## config.mk

```make
export PLATFORM = sky130hd
export DESIGN_NAME = pts_stream_serializer
export DESIGN_NICKNAME = d
export VERILOG_FILES = /design/src/rtl/pts_stream_serializer.sv
export SDC_FILE = /design/constraint.sdc
export NUM_CORES = 1
export LEC_CHECK = 0
export ABC_AREA = 0
export CAP_MARGIN = 0
export CELL_PAD_IN_SITES_DETAIL_PLACEMENT = 0
export CELL_PAD_IN_SITES_GLOBAL_PLACEMENT = 1
export CORE_UTILIZATION = 40
export DETAILED_ROUTE_END_ITERATION = 8
export PLACE_DENSITY = 0.76
export SETUP_SLACK_MARGIN = 0.1
export SYNTH_ARGS = -nofsm -noshare
export SYNTH_HDL_FRONTEND = slang
export SYNTH_SLANG_ARGS = --single-unit
```

## constraint.sdc

```tcl
create_clock -name clk -period 30 [get_ports clk]
set_input_delay 6 -clock clk [delete_from_list [all_inputs] [get_ports clk]]
set_output_delay 6 -clock clk [all_outputs]
set_load 0.01 [all_outputs]
```

## src/rtl/pts_stream_serializer.sv

```systemverilog
// Frame-in / beat-out serializer for FFT results: a shadow register takes the
// next frame while the active register streams LANES words per beat.
module pts_stream_serializer #(
  parameter int DATA_W = 16,
  parameter int DEPTH  = 32,
  parameter int LANES  = 1,
  parameter int BITREV = 0
) (
  input  logic                      clk,
  input  logic                      rst,
  input  logic                      load_valid,
  output logic                      load_ready,
  input  logic [DEPTH*DATA_W-1:0]   par_in,
  output logic                      out_valid,
  input  logic                      out_ready,
  output logic [LANES*DATA_W-1:0]   out_data,
  output logic                      out_last
);

  localparam int BEATS = DEPTH / LANES;
  localparam int AW    = (DEPTH > 1) ? $clog2(DEPTH) : 1;
  localparam int BW    = (BEATS > 1) ? $clog2(BEATS) : 1;
  localparam logic [BW-1:0] LAST_BEAT = BW'(BEATS - 1);

  typedef enum logic {IDLE, SHIFT} state_t;

  state_t            state;
  logic              shadow_full;
  logic [BW-1:0]     beat;
  logic [DATA_W-1:0] shadow_mem [DEPTH];
  logic [DATA_W-1:0] active_mem [DEPTH];

  logic last_beat;
  logic beat_acc;
  logic transfer;
  logic load_acc;

  // Output word index: identity, or reversed over log2(DEPTH) bits.
  function automatic logic [AW-1:0] word_idx(input logic [AW-1:0] i);
    logic [AW-1:0] r;
    r = i;
    if (BITREV != 0) begin
      for (int b = 0; b < AW; b++) r[b] = i[AW-1-b];
    end
    return r;
  endfunction

  assign last_beat = (beat == LAST_BEAT);
  assign beat_acc  = (state == SHIFT) && out_ready;
  // A waiting frame moves up when idle or as the final beat leaves.
  assign transfer  = shadow_full && ((state == IDLE) || (beat_acc && last_beat));
  assign load_acc  = load_valid && !shadow_full;

  // Shadow capture, shadow-to-active transfer and beat sequencing.
  always_ff @(posedge clk) begin
    if (rst) begin
      state       <= IDLE;
      shadow_full <= 1'b0;
      beat        <= '0;
      for (int i = 0; i < DEPTH; i++) begin
        shadow_mem[i] <= '0;
        active_mem[i] <= '0;
      end
    end else begin
      if (load_acc) begin
        for (int i = 0; i < DEPTH; i++) shadow_mem[i] <= par_in[i*DATA_W +: DATA_W];
        shadow_full <= 1'b1;
      end
      if (transfer) begin
        for (int i = 0; i < DEPTH; i++) active_mem[i] <= shadow_mem[i];
        beat        <= '0;
        state       <= SHIFT;
        shadow_full <= 1'b0;
      end else if (beat_acc) begin
        if (last_beat) begin
          state <= IDLE;
          beat  <= '0;
        end else begin
          beat <= beat + BW'(1);
        end
      end
    end
  end

  // Output beat is a pure function of registered state.
  always_comb begin
    out_data = '0;
    if (state == SHIFT) begin
      for (int k = 0; k < LANES; k++) begin
        out_data[k*DATA_W +: DATA_W] = active_mem[word_idx(AW'(int'(beat) * LANES + k))];
      end
    end
  end

  assign out_valid  = (state == SHIFT);
  assign out_last   = (state == SHIFT) && last_beat;
  assign load_ready = !shadow_full;

endmodule

```

==> Word-level counts from Yosys, hierarchy flattened <==
Memory sizes are Yosys's and may differ from the RTL's. A register that Yosys moved wholly into a read port is not among the register bits.
Index checks and enable logic that the tools add are counted.
W data, S select, Z words.
{ "op_classes": {"addsub": 1, "multipliers": 0, "n_div": 0, "n_lt_le_gt_ge": 0, "eq_ne": 1, "shifts": 0, "mux": 79, "bitwise_logic": 65, "reduce_logical": 11} }
{ "ops": {"columns": ["op", "n"], "rows": [
  ["$mux W16", 65],
  ["$or A1 B1 Y1", 64],
  ["$mux W5", 3],
  ["$mux W1", 11],
  ["$add A5 B1 Y5 const B", 1],
  ["$eq A5 B5 Y1 const B", 1],
  ["$logic_and A1 B1 Y1", 5],
  ["$reduce_bool A2 Y1", 2],
  ["$reduce_and A2 Y1", 1],
  ["$reduce_or A2 Y1", 1],
  ["$logic_not A1 Y1", 1],
  ["$logic_or A1 B1 Y1", 1],
  ["$not A1 Y1", 1]
]} }
{ "word_totals": {"register_bits": 7, "latch_bits": 0, "ramBits": 1024, "mem_bits_ro": 0, "mem_count": 2} }
{ "mem_list": {"columns": ["memory", "words", "width", "read_ports", "rd_ports_with_merged_regs", "wr", "line_no", "source"], "rows": [
  ["active_mem", 32, 16, 1, 1, 32, "31", "logic [DATA_W-1:0] active_mem [DEPTH];"],
  ["shadow_mem", 32, 16, 32, 0, 32, "30", "logic [DATA_W-1:0] shadow_mem [DEPTH];"]
]} }

==> Depth between registers and ports, before layout <==
{ "depth": {"word_depth": 8, "mapped_depth": 9} }

==> Least setup slack after synthesis <==
No wires, ideal clock.
{ "synth_timing": {"path_kind": "input to register", "startpoint": "input rst", "endpoint": "register with a tool-made name", "t_arrival_ns": 20.702, "t_required_ns": 29.226, "setup_slack_ns": 8.524, "stages": 4, "n_path_buf": 2, "cell_sequence": "clkbuf_1 -> nand2b_1 -> clkbuf_1 -> nor2_1"} }
{ "synth_lines": {"columns": ["element", "line_no", "source"], "rows": [
  ["start, declared", "10", "input logic rst,"]
]} }

==> flow_summary.json <==
{
  "reg2reg_depth": 9,
  "rrSetupSlack_ns": 24.55,
  "hp-class": "reg2reg",
  "vdd_drop_max_uv": 52.0,
  "start_kind": "register",
  "netlist.area_leader.share": 0.727,
  "cellLeakagePower_uw": 0.0188,
  "drc": 0,
  "post-cts-setup-buffers": 0,
  "yosys.area.top_type": "edfxtp_1",
  "gp_congestion": 0.841,
  "wl_um": 105000,
  "dpl_worst_slack_ns": 19.10,
  "drv_cap": 0,
  "synthAdderAreaFrac": 0.000592,
  "die_y_um": 327,
  "drive_gt1_frac": 0.100,
  "cts_sinks": 1036,
  "clkTransAtPathRegs_ns": 0.07,
  "yosys-top-cells-area": "edfxtp_1 (73%), and2_1 (8.5%), nor2b_1 (6.6%)",
  "syn_nets": 3044,
  "ys_ff_latch": 1036,
  "overflow": 0,
  "grt_pass1_wl_um": 153000,
  "coreArea_um2": 104000,
  "initial_utilization": 0.406,
  "area_growth_pct": 24.0,
  "crit_fanout": 44,
  "tightest_slew_ns": 1.29,
  "hold_viol_final": 0,
  "vias": 22300,
  "clk_latency_ns": 0.70,
  "ant_nets": 0,
  "clk_path_buf_depth": 3,
  "avgSynthCellArea_um2": 16.7,
  "cts_tree": "done",
  "grt_max_degree": 168,
  "finalPower_uw": 3360,
  "die_area_um2": 107000,
  "antennaDiodeCount": 0,
  "postCtsHoldBufs": 0,
  "grt_pass1_vias": 23700,
  "slowest_delay_ns": 0.87,
  "io-pin-count": 535,
  "wl_per_cell_um": 23.4,
  "setup_viol": 0,
  "synth_xor_area_frac": 0,
  "setup_ws_ns": 18.96,
  "numCtsBuffers": 104,
  "antenna_found_initial": 10,
  "worst-setup-path-type": "reg2out",
  "synth_cell_types": 38,
  "r2r-end": "active_mem[4][5]$_SDFFCE_PN0P_",
  "grtUsageTotal": 0.196,
  "reg2reg_from": "beat[0]$_SDFFE_PP0N_",
  "rsz0062_at_grt": "no",
  "max_freq_ghz": 0.0905,
  "crit_top_cell": "buf_4",
  "synthSimpleGateAreaFrac": 0.156,
  "status": "completed",
  "postCtsResizedCells": 0,
  "syn_inst": 2526,
  "fin_setup_tns_ns": 0,
  "synth_top_family_by_area": "simple AND/OR/NAND/NOR gates",
  "row_count": 118,
  "cp.required_ns": 24.00,
  "critPathSlowestCell": "dfxtp_4",
  "h-tree-depth": 3,
  "end_kind": "primary output",
  "viasPerCell": 4.95,
  "min_period_ns": 11.04,
  "synth_mux_area_frac": 0.0784,
  "slew_headroom": 0.142,
  "crit_chain": "buf_4 > buf_4 > mux4_2 > o21ai_0 > a31oi_1 > clkdlybuf4s50_1",
  "drv_slew": 0,
  "period_share": 0.368,
  "synthesis.area_um2": 42300,
  "nets": 3550,
  "worstPathArrival_ns": 5.04,
  "numPortBuffers": 534,
  "fin_util": 0.503,
  "cts_root_buf": "clkbuf_16",
  "skew_ns": 0.0346,
  "synth_compound_area_frac": 0.0147,
  "yosysWarnings": 0,
  "hpwlAfterDp_um": 72600,
  "drt_iter0_drc": 1914,
  "dr.pass1.iters": 5,
  "fp.dieW_um": 327,
  "crit_end": "out_data[11]",
  "yosysSeqAreaShare": 0.733,
  "power_density_nw_per_um2": 64.0
}
## cells in the final DEF (no fill, tap or decap), types with 18 or more instances in the layout
| cell | count |
|---|---|
| clkbuf_16 | 104 |
| nor2b_1 | 449 |
| mux2_2 | 32 |
| mux4_1 | 30 |
| mux4_2 | 82 |
| clkbuf_1 | 18 |
| edfxtp_1 | 1024 |
| clkinv_1 | 21 |
| clkinv_2 | 20 |
| and2_1 | 578 |
| mux2i_1 | 32 |
| buf_4 | 27 |
| clkdlybuf4s50_1 | 533 |
## power breakdown
group	total (uW)	leakage (uW)	internal, uW	switching (uW)
Clock	1350	0.00173	788	559
Combinational	241	0.00603	119	122
Sequential	1770	0.0110	1730	38.2
## flip-flops by register name (all words and copies together) (netlist names), named ones only
name,cells
active_mem,512
shadow_full,1
out_valid,1
beat,5
shadow_mem,512
## cell type report
cell class | instances | area, um2
sequential | 1036 | 31000
clock inverter | 74 | 900
tap | 1380 | 1730
multi-input combinational | 1326 | 10600
clock buffer | 122 | 2670
timing repair buffer | 562 | 5570
fill | 8595 | 51800
inverter | 2 | 7.51
## worst min-delay path by stage
stage	from	to	slack (ns)	cells past startpoint
floorplan	beat[4]$_SDFFE_PP0N_	register	0.45	2
global route	shadow_mem[2][21]$_SDFFCE_PN0P_	active_mem[17][5]$_SDFFCE_PN0P_	0.52	1
detailed placement	shadow_mem[1][18]$_SDFFCE_PN0P_	active_mem[9][2]$_SDFFCE_PN0P_	0.50	1
finish	shadow_mem[2][21]$_SDFFCE_PN0P_	active_mem[17][5]$_SDFFCE_PN0P_	0.52	1
global placement	beat[1]$_SDFFE_PP0N_	register	0.48	2
CTS	shadow_mem[2][21]$_SDFFCE_PN0P_	active_mem[17][5]$_SDFFCE_PN0P_	0.51	1
## cell families (layout without fill, tap and decap cells)
| family | Yosys count | in the layout |
|---|---|---|
| compound gates | 85 | 85 |
| fa+ha+maj | 2 | 2 |
| buf+inv | 164 | 760 |
| flops | 1036 | 1036 |
| mux | 176 | 176 |
| simple gates | 1063 | 1063 |
## cells in the mapped netlist
master and n:
nor3_1 2, inv_2 1, edfxtp_1 1024, nor2_1 10, o221ai_2 2, buf_8 1
and3_1 1, buf_4 7, nor2_2 1, nand2_1 12, nand3_1 2, a21oi_1 5
buf_1 6, and2_1 578, nand2b_1 4, a31oi_1 17, a22oi_1 16, mux2i_1 32
o2111ai_1 4, inv_1 1, or4b_2 1, o21ai_0 14, mux4_2 82, or2_2 1
mux4_1 30, ha_1 2, clkbuf_1 122, dfxtp_1 12, nand4_1 1, o221ai_1 14
nor2b_1 449, buf_12 1, a221oi_1 12, mux2_2 32, and2b_1 1, buf_6 8
buf_2 17, a21boi_1 1
## metal layers
layer / track usage / vias to the layer above / share of wire
li1: - / 10200 / -
met1: 0.258 / 11100 / 0.42
met2: 0.320 / 852 / 0.48
met3: 0.0486 / 151 / 0.072
met4: 0.0621 / 6 / 0.030
met5: 0 / - / 0.00031
## stage by stage
| stage | area [um2] | std cells | hold slack, ns |
|---|---|---|---|
| 6_report | 52500 | 4502 | 0.515 |
| 5_1_grt | 52500 | 4502 | 0.522 |
| 4_1_cts | 52500 | 4502 | 0.507 |
| 3_5_place_dp | 48900 | 4306 | 0.503 |
| 3_3_place_gp | 48900 | 4306 | 0.480 |
| 2_1_floorplan | 42300 | 2526 | 0.455 |
## worst max-delay path, delay by kind of cell (launching register included)
kind / cells / cell delay [ns]
buffers and inverters: 3 / 1.94
DFF: 1 / 0.87
muxes: 1 / 0.59
AOI/OAI and AO/OA: 2 / 0.79
(Power assumes the default switching activity.)
